<file path="src/rtl/upload_frame_packer_if.sv">
// Byte-wise upload bus from the measurement handlers plus the framed byte stream
// toward the host transmitter.
interface upload_frame_packer_if;
  logic       upload_req;
  logic [7:0] upload_data;
  logic [7:0] upload_source;
  logic       upload_valid;
  logic       upload_ready;
  logic [7:0] tx_data;
  logic       tx_valid;
  logic       tx_ready;

  modport master (
    output upload_req, upload_data, upload_source, upload_valid,
    input  upload_ready,
    input  tx_data, tx_valid,
    output tx_ready
  );

  modport slave (
    input  upload_req, upload_data, upload_source, upload_valid,
    output upload_ready,
    output tx_data, tx_valid,
    input  tx_ready
  );
endinterface

</file>
<file path="src/rtl/upload_frame_packer.sv">
// Collects payload bytes from one source at a time and emits them as
// SYNC0 SYNC1 SRC LEN_H LEN_L PAYLOAD CSUM frames.
module upload_frame_packer #(
  parameter int         PAYLOAD_MAX  = 32,
  parameter int         IDLE_TIMEOUT = 1000,
  parameter logic [7:0] SYNC0        = 8'hAA,
  parameter logic [7:0] SYNC1        = 8'h55
) (
  input  logic                 clk,
  input  logic                 rst_n,
  upload_frame_packer_if.slave bus,
  output logic [15:0]          frames_sent
);
  localparam int AW = (PAYLOAD_MAX > 1) ? $clog2(PAYLOAD_MAX) : 1;
  localparam int IDLE_W = $clog2(IDLE_TIMEOUT);
  localparam logic [7:0] MAX_B = 8'(PAYLOAD_MAX);
  localparam logic [IDLE_W-1:0] IDLE_LAST = IDLE_W'(IDLE_TIMEOUT - 1);

  typedef enum logic [2:0] {
    ST_COLLECT, ST_S0, ST_S1, ST_SRC, ST_LENH, ST_LENL, ST_PAY, ST_CSUM
  } state_t;

  state_t            state, state_next;
  logic [7:0]        count;
  logic [7:0]        rd_idx;
  logic [7:0]        rd_next;
  logic [7:0]        sum;
  logic [7:0]        cur_src;
  logic [IDLE_W-1:0] idle_cnt;
  logic [7:0]        payload_mem [2**AW];

  logic       ready;
  logic       accept;
  logic       flush;
  logic       advance;
  logic       frame_done;
  logic       tx_valid_next;
  logic [7:0] tx_data_next;
  logic       req_unused;

  // upload_req carries no meaning for acceptance
  assign req_unused = bus.upload_req;

  function automatic logic [7:0] csum_f(input logic [7:0] acc, input logic [7:0] src,
                                        input logic [7:0] len);
    return acc + src + len;
  endfunction

  always_comb begin
    state_next    = state;
    tx_valid_next = bus.tx_valid;
    tx_data_next  = bus.tx_data;
    ready         = 1'b0;
    accept        = 1'b0;
    flush         = 1'b0;
    advance       = 1'b0;
    frame_done    = 1'b0;
    rd_next       = rd_idx + 8'd1;
    case (state)
      ST_COLLECT: begin
        ready  = (count < MAX_B) && ((count == 8'd0) || (bus.upload_source == cur_src));
        accept = bus.upload_valid && ready;
        flush  = (count != 8'd0) &&
                 ((count == MAX_B) ||
                  (bus.upload_valid && (bus.upload_source != cur_src)) ||
                  (idle_cnt == IDLE_LAST));
        if (flush) begin
          state_next    = ST_S0;
          tx_valid_next = 1'b1;
          tx_data_next  = SYNC0;
        end
      end
      default: begin
        advance = bus.tx_valid && bus.tx_ready;
        if (advance) begin
          case (state)
            ST_S0: begin
              state_next   = ST_S1;
              tx_data_next = SYNC1;
            end
            ST_S1: begin
              state_next   = ST_SRC;
              tx_data_next = cur_src;
            end
            ST_SRC: begin
              state_next   = ST_LENH;
              tx_data_next = 8'h00;
            end
            ST_LENH: begin
              state_next   = ST_LENL;
              tx_data_next = count;
            end
            // count is at least 1 here, so entry 0 always holds a real byte
            ST_LENL: begin
              state_next   = ST_PAY;
              tx_data_next = payload_mem[0];
            end
            ST_PAY: begin
              if (rd_next == count) begin
                state_next   = ST_CSUM;
                tx_data_next = csum_f(sum, cur_src, count);
              end else begin
                tx_data_next = payload_mem[rd_next[AW-1:0]];
              end
            end
            default: begin
              state_next    = ST_COLLECT;
              tx_valid_next = 1'b0;
              tx_data_next  = 8'h00;
              frame_done    = 1'b1;
            end
          endcase
        end
      end
    endcase
  end

  assign bus.upload_ready = ready;

  always_ff @(posedge clk or negedge rst_n) begin
    if (!rst_n) state <= ST_COLLECT;
    else        state <= state_next;
  end

  always_ff @(posedge clk) begin
    if (accept) payload_mem[count[AW-1:0]] <= bus.upload_data;
  end

  always_ff @(posedge clk or negedge rst_n) begin
    if (!rst_n) begin
      count        <= 8'd0;
      rd_idx       <= 8'd0;
      sum          <= 8'd0;
      cur_src      <= 8'd0;
      idle_cnt     <= '0;
      bus.tx_valid <= 1'b0;
      bus.tx_data  <= 8'h00;
      frames_sent  <= 16'd0;
    end else begin
      bus.tx_valid <= tx_valid_next;
      bus.tx_data  <= tx_data_next;
      if (accept) begin
        count    <= count + 8'd1;
        sum      <= sum + bus.upload_data;
        idle_cnt <= '0;
        if (count == 8'd0) cur_src <= bus.upload_source;
      end else if ((state == ST_COLLECT) && (count != 8'd0) && !flush) begin
        idle_cnt <= idle_cnt + IDLE_W'(1);
      end
      if (advance && (state == ST_LENL)) rd_idx <= 8'd0;
      else if (advance && (state == ST_PAY)) rd_idx <= rd_next;
      if (frame_done) begin
        count       <= 8'd0;
        sum         <= 8'd0;
        idle_cnt    <= '0;
        frames_sent <= frames_sent + 16'd1;
      end
    end
  end
endmodule

</file>
<file path="src/flat_wrapper.sv">
// flat-port wrapper written by rule: the top's interface ports become plain ports
module upload_frame_packer_flat 
#(
  parameter int         PAYLOAD_MAX  = 32,
  parameter int         IDLE_TIMEOUT = 1000,
  parameter logic [7:0] SYNC0        = 8'hAA,
  parameter logic [7:0] SYNC1        = 8'h55
)
  (clk, rst_n, frames_sent, bus_upload_req, bus_upload_data, bus_upload_source, bus_upload_valid, bus_upload_ready, bus_tx_data, bus_tx_valid, bus_tx_ready);
  upload_frame_packer_if bus_i ();
  input  logic clk;
  input  logic rst_n;
  output logic [15:0] frames_sent;
  input wire logic [$bits(bus_i.upload_req)-1:0] bus_upload_req;
  input wire logic [$bits(bus_i.upload_data)-1:0] bus_upload_data;
  input wire logic [$bits(bus_i.upload_source)-1:0] bus_upload_source;
  input wire logic [$bits(bus_i.upload_valid)-1:0] bus_upload_valid;
  output wire logic [$bits(bus_i.upload_ready)-1:0] bus_upload_ready;
  output wire logic [$bits(bus_i.tx_data)-1:0] bus_tx_data;
  output wire logic [$bits(bus_i.tx_valid)-1:0] bus_tx_valid;
  input wire logic [$bits(bus_i.tx_ready)-1:0] bus_tx_ready;
  assign bus_i.upload_req = bus_upload_req;
  assign bus_i.upload_data = bus_upload_data;
  assign bus_i.upload_source = bus_upload_source;
  assign bus_i.upload_valid = bus_upload_valid;
  assign bus_upload_ready = bus_i.upload_ready;
  assign bus_tx_data = bus_i.tx_data;
  assign bus_tx_valid = bus_i.tx_valid;
  assign bus_i.tx_ready = bus_tx_ready;
  upload_frame_packer #(.PAYLOAD_MAX(PAYLOAD_MAX), .IDLE_TIMEOUT(IDLE_TIMEOUT), .SYNC0(SYNC0), .SYNC1(SYNC1)) u_core (.clk(clk), .rst_n(rst_n), .bus(bus_i), .frames_sent(frames_sent));
endmodule
</file>
<file path="config.mk">
export PLATFORM = sky130hd
export DESIGN_NAME = upload_frame_packer_flat
export DESIGN_NICKNAME = d
export VERILOG_FILES = /design/src/rtl/upload_frame_packer_if.sv /design/src/rtl/upload_frame_packer.sv /design/src/flat_wrapper.sv
export SDC_FILE = /design/constraint.sdc
export NUM_CORES = 1
export LEC_CHECK = 0
export BUFFER_PORTS_ARGS = -buffer_cell sky130_fd_sc_hd__buf_2
export CORE_UTILIZATION = 67
export CTS_CLUSTER_SIZE = 40
export DETAILED_ROUTE_END_ITERATION = 10
export PLACE_DENSITY = 0.94
export SETUP_SLACK_MARGIN = 0.2
export SLEW_MARGIN = 20
export SYNTH_ARGS = -nofsm -noshare
export SYNTH_HDL_FRONTEND = slang
export SYNTH_SLANG_ARGS = --single-unit
</file>
<file path="constraint.sdc">
create_clock -name clk -period 5.6 [get_ports clk]
set_clock_uncertainty 0.2 [all_clocks]
set_input_delay 0 -clock clk [delete_from_list [all_inputs] [get_ports clk]]
set_output_delay 0 -clock clk [all_outputs]
set_load 0.05 [all_outputs]
</file>
* Word level (Yosys, flattened, before mapping)
Memory sizes are Yosys's and may differ from the RTL's.
Index checks and enable logic that the tools add are counted.
** Storage, ports and cells
- Register bits :: 70
- Memory bits (writable) :: 256
- Output and inout port bits :: 26
- Logic and storage cells :: 89
- Memories kept :: 1
** Memories
- u_core.payload_mem :: words 32, width 8, read ports 2, clocked after memory_dff 0, write ports 1, RTL line upload_frame_packer.sv:30 : logic [7:0] payload_mem [2**AW];
** Operators by class
- $add $sub $neg :: 7
- $lt $le $gt $ge :: 1
- Eq/ne operators :: 14
- Multiplexer cells :: 32
- Reductions and logical operators :: 25
** Operators by type and width (count)
- 8-bit 2-to-1 mux :: 10
- 8-bit case mux with 5 select lines :: 1
- 10-bit 2-to-1 mux :: 3
- 8-bit adder :: 3
- 3-bit case mux with 6 select lines :: 1
- 16-bit by 1-bit adder with 16-bit output (second input constant) :: 1
- 8-bit by 1-bit adder with 8-bit output (second input constant) :: 2
- 8-bit == test :: 2
- 1-bit 2-to-1 mux :: 13
- 3-bit 2-to-1 mux :: 4
- 10-bit by 1-bit adder with 10-bit output (second input constant) :: 1
- 10-bit == test (second input constant) :: 1
- 3-bit == test (second input constant) :: 3
- 1-bit logical AND :: 9
- 8-bit by 6-bit == test with 1-bit output (second input constant) :: 1
- 8-bit zero test :: 1
- 8-bit by 6-bit less-than comparator with 1-bit output (second input constant) :: 1
- 8-bit inequality test :: 1
- 8-bit nonzero test :: 1
- 3-bit by 2-bit == test with 1-bit output (second input constant) :: 2
- 3-bit AND reduction :: 2
- 2-bit nonzero test :: 3
- 6-bit OR reduction :: 1
- 2-bit by 1-bit inequality test with 1-bit output (second input constant) :: 2
- 7 further kinds :: 10

* Depth between registers and ports, before layout
Gate-level depths: netlist (run 1).
- Depth after elaboration :: 11
- Gate-level depth with buffers :: 10
- Depth with buffers taken out :: 10

* Worst setup path after synthesis (run 1)
Ideal clock, no wire load.
- Path kind :: reg2reg
- Start point :: reg u_core.count[0]
- End point :: mem u_core.payload_mem[24][0], enable pin
- Library setup time :: 0.383 ns
- Arrival time :: 2.273 ns
- Required time :: 5.017 ns
- Path slack :: 2.744 ns
- Stages on the path, launching flop included :: 8
- Period minus slack after synthesis :: 2.856 ns
- Cells stage by stage :: dfrtp_1 -> inv_1 -> ha_1 -> nor4b_2 -> a21oi_1 -> nor2_1 -> nand2_1 -> nor3_1
** On the way
- Word-level cells in the longest chain between the ends :: 7
- Elaborated cells between the ends (all ways) :: 8
- Classes of those cells :: 1 x order compare; 3 x mux; 4 x reduce/logical
** Ends and longest elaborated chain
- start: declaration :: RTL line upload_frame_packer.sv:24 : logic [7:0] count;
- start signal: assignment :: RTL line upload_frame_packer.sv:143 : count <= count + 8'd1;
- parallel branches: the longest is 7 deep, another holds 8-bit by 6-bit less-than comparator with 1-bit output
- end: declaration :: RTL line upload_frame_packer.sv:30
Several ways; the timed one is not identified.

* Final worst setup path (run 1)
- Start point :: reg u_core.count[1]
- End point :: mem u_core.payload_mem[13][3], enable pin
The elaborated chain is that of the path after synthesis.

==> impl_metrics.env, run 1 <==
export IMPL_yosys_most_used_dff="edfxtp_1"
export IMPL_synth_async_sr_flop_share_pct=21.5
export IMPL_syn2layout_area_growth_pct=10.9
export IMPL_drive_gt1_share_pct=18.3
export IMPL_rows=53
export IMPL_via_count=9237
export IMPL_yosys_area_top_type_share_pct=53.1
export IMPL_ys_top_cells_by_area="edfxtp_1 (53%), dfrtp_1 (12%), mux4_2 (9.9%)"
export IMPL_slew_headroom_pct=32.9
export IMPL_htree_levels=1
export IMPL_drc=0
export IMPL_worstSetupStartpointType="flop"
export IMPL_die_area_sq_mm=0.0222
export IMPL_clk_latency_ps=570
export IMPL_grt_max_degree=71
export IMPL_switchingPower_w=0.000967
export IMPL_swShare_pct=20.7
export IMPL_yosys_cell_count_top_type="edfxtp_1"
export IMPL_status="finished with violations"
export IMPL_ioPinCount=47
export IMPL_tns_ps=0
export IMPL_tightest_slew_ps=1000
export IMPL_antennaDiodeCount=0
export IMPL_grt_pass1_wl_mm=53.8
export IMPL_drtPass1Iterations=8
export IMPL_initial_core_util_pct=68.7
export IMPL_critical_path_required_ps=5590
export IMPL_startpoint="u_core.count[1]$_DFFE_PN0P_"
export IMPL_finalSetupViolCount=0
export IMPL_cp_slowest_cell="nor2_1"
export IMPL_wl_mm=35.0
export IMPL_hold_violations=26
export IMPL_antenna_found_initial=0
export IMPL_total_leakage_power_nw=5.65
export IMPL_p_per_area_mw_per_mm2=290
export IMPL_peakVddDrop_uv=273
export IMPL_core_area_sq_mm=0.0211
export IMPL_worst_path_max_fanout=16
export IMPL_die_w_um=149
export IMPL_cpPeakStageDelay_ps=880
export IMPL_clockBufferDepth=3
export IMPL_dpl_hpwl_mm=21.2
export IMPL_root_buffer="clkbuf_16"
export IMPL_grt_usage_pct=33.0
export IMPL_synth_seq_cells=326
export IMPL_seq_area_frac_synth_pct=65.1
export IMPL_met1_usage_pct=46.1
export IMPL_crit_top_cell="nor2_1"
export IMPL_post_route_period_util_pct=77.3
export IMPL_yosysWarnings=0
export IMPL_failed_checks="negative hold slack"
export IMPL_gp_congestion=0.985
export IMPL_p_int_w=0.00370
export IMPL_io_buffers=45
export IMPL_crit_arrival_ps=4320
export IMPL_grt_util_met3_pct=5.50
export IMPL_pwr_share_comb_pct=1.7
export IMPL_rsz0062_at_grt="false"
export IMPL_drt_iter0_drc=1314
export IMPL_synth_area_sq_mm=0.0145
export IMPL_synth_edf_count=256
export IMPL_grt_pass1_vias=9083
export IMPL_gr_usage_met2_pct=52.6
export IMPL_criticalPathCategory="flop to flop"
export IMPL_drv_cap=0
export IMPL_hp_class="input port to asynchronous set/reset pin"
export IMPL_die_h_um=149
export IMPL_regToRegStartpoint="u_core.count[1]$_DFFE_PN0P_"
export IMPL_cts_tree="yes"
export IMPL_critical_path_depth=7
export IMPL_crit_buf_inv=1
export IMPL_finalCriticalPeriod_ps=4330
export IMPL_whs_ps=-40.6
export IMPL_drv_slew=0
export IMPL_post_cts_buffers=0
export IMPL_path_delay_family="simple AND/OR/NAND/NOR gates"
export IMPL_synth_area_leader_cell="edfxtp_1"
export IMPL_grt_overflow_total=0
export IMPL_clk_pin_slew_worst_paths_ps=60
export IMPL_top_usage_layer="met2"
export IMPL_endpoint_kind="flop"
export IMPL_ant_nets=0
export IMPL_syn_nets=1018
export IMPL_clock_fmax_ghz=0.231
export IMPL_r2r_cells=7
export IMPL_crit_chain="inv_1 > ha_1 > nor4b_2 > a21oi_1 > nor2_1 > nand2_1 > nor2_1"
export IMPL_yosys_cell_types_count=66
export IMPL_numCtsBuffers=31
export IMPL_numClockSinks=326
export IMPL_vias_per_cell=6.96
export IMPL_wl_per_cell_um=26.4
export IMPL_syn_mean_instance_area_sq_um=15.0
export IMPL_nNetsFinal=1081
export IMPL_p_seq_share_pct=56.1
export IMPL_syn_inst=968
export IMPL_clock_power_share_pct=42.2
export IMPL_synthTopCellsByCount="edfxtp_1 (256), nand2_1 (115), dfrtp_1 (70), mux4_2 (64), nand3_1 (56)"
==> power groups by stage <==
stage / registers, W / clock network, W / logic (W)
5_1_grt: 0.00262 / 0.00206 / 0.0000850
3_5_place_dp: 0.00267 / 0 / 0.0000672
3_3_place_gp: 0.00267 / 0 / 0.0000617
6_report: 0.00262 / 0.00197 / 0.0000786
4_1_cts: 0.00262 / 0.00197 / 0.0000781
2_1_floorplan: 0.00267 / 0 / 0.0000128
==> state kept, by name, summed over array words and instances (netlist names) <==
| register | flops |
|---|---|
| u_core.idle_cnt | 10 |
| u_core.count | 8 |
| u_core.payload_mem | 256 |
| u_core.cur_src | 8 |
| u_core.sum | 8 |
| u_core.rd_idx | 8 |
| u_core.frames_sent | 16 |
| u_core.bus.tx_valid | 1 |
| u_core.state | 3 |
| u_core.bus.tx_data | 8 |
==> area by class of cell <==
type,count,area (sq um)
clock inverter,17,139
sequential,326,9440
inverter,18,67.6
timing repair buffer,71,468
fill,1149,5020
clock buffer,37,798
multi-input combinational,583,4810
tap,275,344
==> layer usage <==
layer | routed length (um) | part of all wire (%)
met1 | 12800 | 36
met2 | 16900 | 48
met3 | 3770 | 11
met4 | 1630 | 4.6
met5 | 0 | 0
==> stage by stage <==
step	power (W)	utilization (%)	worst slack (ps)	instances	instance area [sq um]
finish	0.00467	76.2	1270	1327	16100
global route	0.00476	76.2	1110	1327	16100
CTS	0.00467	76.1	1220	1327	16100
detailed placement	0.00274	70.8	1300	1254	14900
global placement	0.00273	70.8	1560	1254	14900
floorplan	0.00268	-	2740	968	14500
==> final timing paths <==
check	endpoint	slack, ps
max in group asynchronous	u_core.rd_idx[0]$_DFFE_PN0P_	4590
setup / recovery	u_core.payload_mem[13][3]$_DFFE_PP_	1270
hold / removal	u_core.rd_idx[7]$_DFFE_PN0P_	-40
hold reg to reg	u_core.frames_sent[15]$_DFFE_PN0P_	270
min in group clk	u_core.cur_src[4]$_DFFE_PN0P_	30
setup reg to reg	u_core.payload_mem[13][3]$_DFFE_PP_	1270
==> tightest hold or removal path, cell delays in order <==
cell           delay [ps]
dlygate4sd3_1         520
buf_2                 100
buf_4                 660
==> timing repair <==
| item | in CTS | in global routing |
|---|---|---|
| gates resized for setup | 0 | 0 |
| endpoints found under the hold margin | 368 | 0 |
| hold buffers | 19 | 0 |
==> cell usage in the layout, fill, tap and decap left out, types with 8 or more instances in the layout <==
cell and instances:
edfxtp_1 256, nand2_1 115, dfrtp_1 69, mux4_2 64, nand3_1 56, nor2_1 52, buf_2 45, xnor2_1 31
clkbuf_16 31, o21ai_0 28, xor2_1 20, ha_1 19, dlygate4sd3_1 19, inv_1 18, a21oi_1 16, nand4_1 15
nor3_1 11, and3_1 11, o211ai_1 10, fa_1 9, mux2_2 8, nand2b_1 8
==> kinds of logic (layout without fill, tap and decap cells) <==
| family | after synthesis | count (layout) | share of synthesized area, % |
|---|---|---|---|
| and+or+nand+nor | 310 | 310 | 10.3 |
| DFF | 326 | 326 | 65.1 |
| AOI/OAI and AO/OA | 112 | 112 | 5.43 |
| xor gates and xnor gates | 53 | 53 | 3.20 |
| adders and majority gates | 29 | 29 | 2.97 |
| muxes | 79 | 79 | 11.1 |
| buffers and inverters | 59 | 143 | 1.90 |
Power figures use the tool's default switching activity.
==> run 2: changes to the inputs <==
--- a/config.mk
+++ b/config.mk
@@ -5,11 +5,12 @@
 export SDC_FILE = /design/constraint.sdc
 export NUM_CORES = 1
 export LEC_CHECK = 0
+export ABC_AREA = 1
 export BUFFER_PORTS_ARGS = -buffer_cell sky130_fd_sc_hd__buf_2
-export CORE_UTILIZATION = 67
+export CORE_UTILIZATION = 62
 export CTS_CLUSTER_SIZE = 40
 export DETAILED_ROUTE_END_ITERATION = 10
-export PLACE_DENSITY = 0.94
+export PLACE_DENSITY = 0.89
 export SETUP_SLACK_MARGIN = 0.2
 export SLEW_MARGIN = 20
 export SYNTH_ARGS = -nofsm -noshare
==> constraint.sdc (replaced) <==
create_clock -name clk -period 4.48 [get_ports clk]
set_clock_uncertainty 0.2 [all_clocks]
set_input_delay 0 -clock clk [delete_from_list [all_inputs] [get_ports clk]]
set_output_delay 0 -clock clk [all_outputs]
set_load 0.05 [all_outputs]
==> run 2 against run 1 <==
Sequential power grew 26%. Via count grew 23%. The flow still finishes with violations (negative hold slack). Cell area grew 3.1%. Combinational power grew to 2.7 times the previous value. Highest routed layer unchanged. Total power grew 27%. Maximum frequency grew 30%. Global-route usage shrank 3.0 points. Non-clock buffer count grew 8. Clock power grew 24%. Largest power group unchanged.
==> impl_metrics.env, run 2 <==
export IMPL_yosysWarnings=0
export IMPL_finalCriticalPeriod_ps=3320
export IMPL_regToRegStartpoint="u_core.count[3]$_DFFE_PN0P_"
export IMPL_ant_nets=0
export IMPL_rows=56
export IMPL_wl_per_cell_um=19.2
export IMPL_synth_edf_count=256
export IMPL_p_seq_share_pct=55.4
export IMPL_path_delay_family="simple AND/OR/NAND/NOR gates"
export IMPL_grt_max_degree=83
export IMPL_hold_violations=36
export IMPL_crit_buf_inv=1
export IMPL_synth_area_leader_cell="edfxtp_1"
export IMPL_cp_slowest_cell="nor2_1"
export IMPL_antennaDiodeCount=0
export IMPL_clockBufferDepth=3
export IMPL_yosys_most_used_dff="edfxtp_1"
export IMPL_syn_nets=1525
export IMPL_rrSetupSlack_ps=1160
export IMPL_endpoint="u_core.payload_mem[4][7]$_DFFE_PP_"
export IMPL_core_area_sq_mm=0.0236
export IMPL_worstSetupStartpointType="flop"
export IMPL_crit_top_cell="nor2_1"
export IMPL_cts_tree="yes"
export IMPL_clock_fmax_ghz=0.301
export IMPL_critical_path_depth=7
export IMPL_p_per_area_mw_per_mm2=358
export IMPL_tightest_slew_ps=1080
export IMPL_crit_chain="nor2_1 > nand3_1 > a21oi_2 > nand2_2 > inv_4 > nand2_1 > nor2_1"
export IMPL_clk_latency_ps=580
export IMPL_synth_area_sq_mm=0.0150
export IMPL_clk_pin_slew_worst_paths_ps=60
export IMPL_yosys_cell_count_top_type="nand2_1"
export IMPL_grt_pass1_wl_mm=56.6
export IMPL_syn2layout_area_growth_pct=10.5
export IMPL_numClockSinks=326
export IMPL_die_h_um=158
export IMPL_ys_top_cells_by_area="edfxtp_1 (51%), nand2_1 (12%), dfrtp_1 (12%)"
export IMPL_cts_resized=0
export IMPL_switchingPower_w=0.00125
export IMPL_io_buffers=45
export IMPL_cpPeakStageDelay_ps=760
export IMPL_syn_inst=1475
export IMPL_tns_ps=0
export IMPL_drv_cap=0
export IMPL_initial_core_util_pct=63.5
export IMPL_die_area_sq_mm=0.0248
export IMPL_drive_gt1_share_pct=8.19
export IMPL_drc=0
export IMPL_vias_per_cell=6.06
export IMPL_setup_ws_ps=1160
export IMPL_hp_class="input port to asynchronous set/reset pin"
export IMPL_post_route_period_util_pct=74.1
export IMPL_dpl_hpwl_mm=21.9
export IMPL_grt_usage_pct=30.0
export IMPL_gp_congestion=0.923
export IMPL_nNetsFinal=1576
export IMPL_via_count=11323
export IMPL_drt_iter0_drc=1602
export IMPL_clock_power_share_pct=41.1
export IMPL_wl_mm=35.9
export IMPL_swShare_pct=21.0
export IMPL_criticalPathCategory="flop to flop"
export IMPL_grt_pass1_vias=11067
export IMPL_finalSetupViolCount=0
export IMPL_mostFrequentLayoutCells="nand2_1 (474), nand3_1 (278), edfxtp_1 (256)"
export IMPL_seq_area_frac_synth_pct=63.0
export IMPL_antenna_found_initial=0
export IMPL_critical_path_required_ps=4480
export IMPL_total_leakage_power_nw=6.74
export IMPL_endpoint_kind="flop"
export IMPL_layout_commonest_cell="nand2_1"
export IMPL_reg2reg_to="u_core.payload_mem[4][7]$_DFFE_PP_"
export IMPL_failed_checks="negative hold slack"
export IMPL_crit_arrival_ps=3320
export IMPL_slew_headroom_pct=27.8
export IMPL_syn_mean_instance_area_sq_um=10.2
export IMPL_worst_path_max_fanout=11
export IMPL_htree_levels=1
export IMPL_p_int_w=0.00469
export IMPL_drv_slew=0
export IMPL_r2r_cells=7
export IMPL_synth_async_sr_flop_share_pct=21.5
export IMPL_peakVddDrop_uv=302
export IMPL_fin_area_sq_mm=0.0166
export IMPL_status="finished with violations"
export IMPL_synthTopCellsByCount="nand2_1 (474), nand3_1 (278), edfxtp_1 (256), dfrtp_1 (70), inv_1 (70)"
export IMPL_whs_ps=-26.6
export IMPL_die_w_um=158
export IMPL_largest_register_ffs=256
export IMPL_pwr_share_comb_pct=3.5
export IMPL_dpl_cell_area_sq_mm=0.0154
export IMPL_rsz0062_at_grt="false"
export IMPL_root_buffer="clkbuf_16"
export IMPL_startpoint="u_core.count[3]$_DFFE_PN0P_"
export IMPL_synth_seq_cells=326
export IMPL_yosys_area_top_type_share_pct=51.3
export IMPL_grt_overflow_total=0
export IMPL_place_ws_ps=1190
export IMPL_ioPinCount=47
export IMPL_numCtsBuffers=31
export IMPL_yosys_cell_types_count=39
export IMPL_drtPass1Iterations=6
-- run 2: cell type report --
type	instances	area (sq um)
clock buffer	46	832
timing repair buffer	79	551
sequential	326	9440
clock inverter	12	93.8
tap	319	399
inverter	80	304
multi-input combinational	1008	4950
fill	1554	7040
-- run 2: metrics by stage --
step	total power, W	utilization, %	instances
after CTS	0.00593	70.2	1870
after global placement	0.00353	65.3	1789
after global routing	0.00608	70.2	1870
final	0.00593	70.2	1870
after floorplan	0.00344	-	1475
after detailed placement	0.00354	65.3	1789
-- run 2: worst register-to-register path, delay by kind of cell (launching register included) --
kind / cells / cell delay (ps)
buffers and inverters: 1 / 170
AO/OA/AOI/OAI: 1 / 230
flip-flops: 1 / 520
AND/OR/NAND/NOR: 5 / 1810
-- run 2: routing by layer --
layer / GRT usage [%] / vias up / wire, um
met4: 13.1 / 0 / 1430
li1: - / 5135 / -
met5: 0 / - / 0
met2: 49.3 / 716 / 17600
met3: 4.68 / 134 / 3550
met1: 39.8 / 5338 / 13300
-- run 2: repair_timing --
item,CTS,global route
endpoints found under the hold margin,384,0
hold buffers,23,0
setup buffers,0,0
-- run 2: worst min-delay path by stage --
stage	from	to	slack, ps	cells after the start
4_1_cts	rst_n	u_core.rd_idx[0]$_DFFE_PN0P_	4	3
5_1_grt	rst_n	u_core.frames_sent[14]$_DFFE_PN0P_	60	3
3_5_place_dp	bus_upload_source[7]	u_core.cur_src[7]$_DFFE_PN0P_	30	3
6_report	rst_n	u_core.frames_sent[15]$_DFFE_PN0P_	-30	3
2_1_floorplan	rst_n	u_core.bus.tx_data[0]$_DFFE_PN0P_	-500	0
3_3_place_gp	bus_upload_source[7]	u_core.cur_src[7]$_DFFE_PN0P_	20	3
-- run 2: power groups by stage --
stage / Clock [W] / Combinational, W / Sequential (W)
6_report: 0.00244 / 0.000209 / 0.00329
5_1_grt: 0.00257 / 0.000228 / 0.00329
4_1_cts: 0.00244 / 0.000204 / 0.00329
3_5_place_dp: 0 / 0.000190 / 0.00335
3_3_place_gp: 0 / 0.000177 / 0.00335
2_1_floorplan: 0 / 0.0000970 / 0.00335
-- run 2: cell families (layout without fill, tap and decap cells) --
logic type,count (synthesis),count (layout),share of synthesized area (%)
buffers and inverters,141,217,4.06
xor gates and xnor gates,41,41,2.40
and+or+nand+nor,855,855,24.6
DFF,326,326,63.0
AOI/OAI and AO/OA,83,83,3.07
adders and majority gates,29,29,2.87
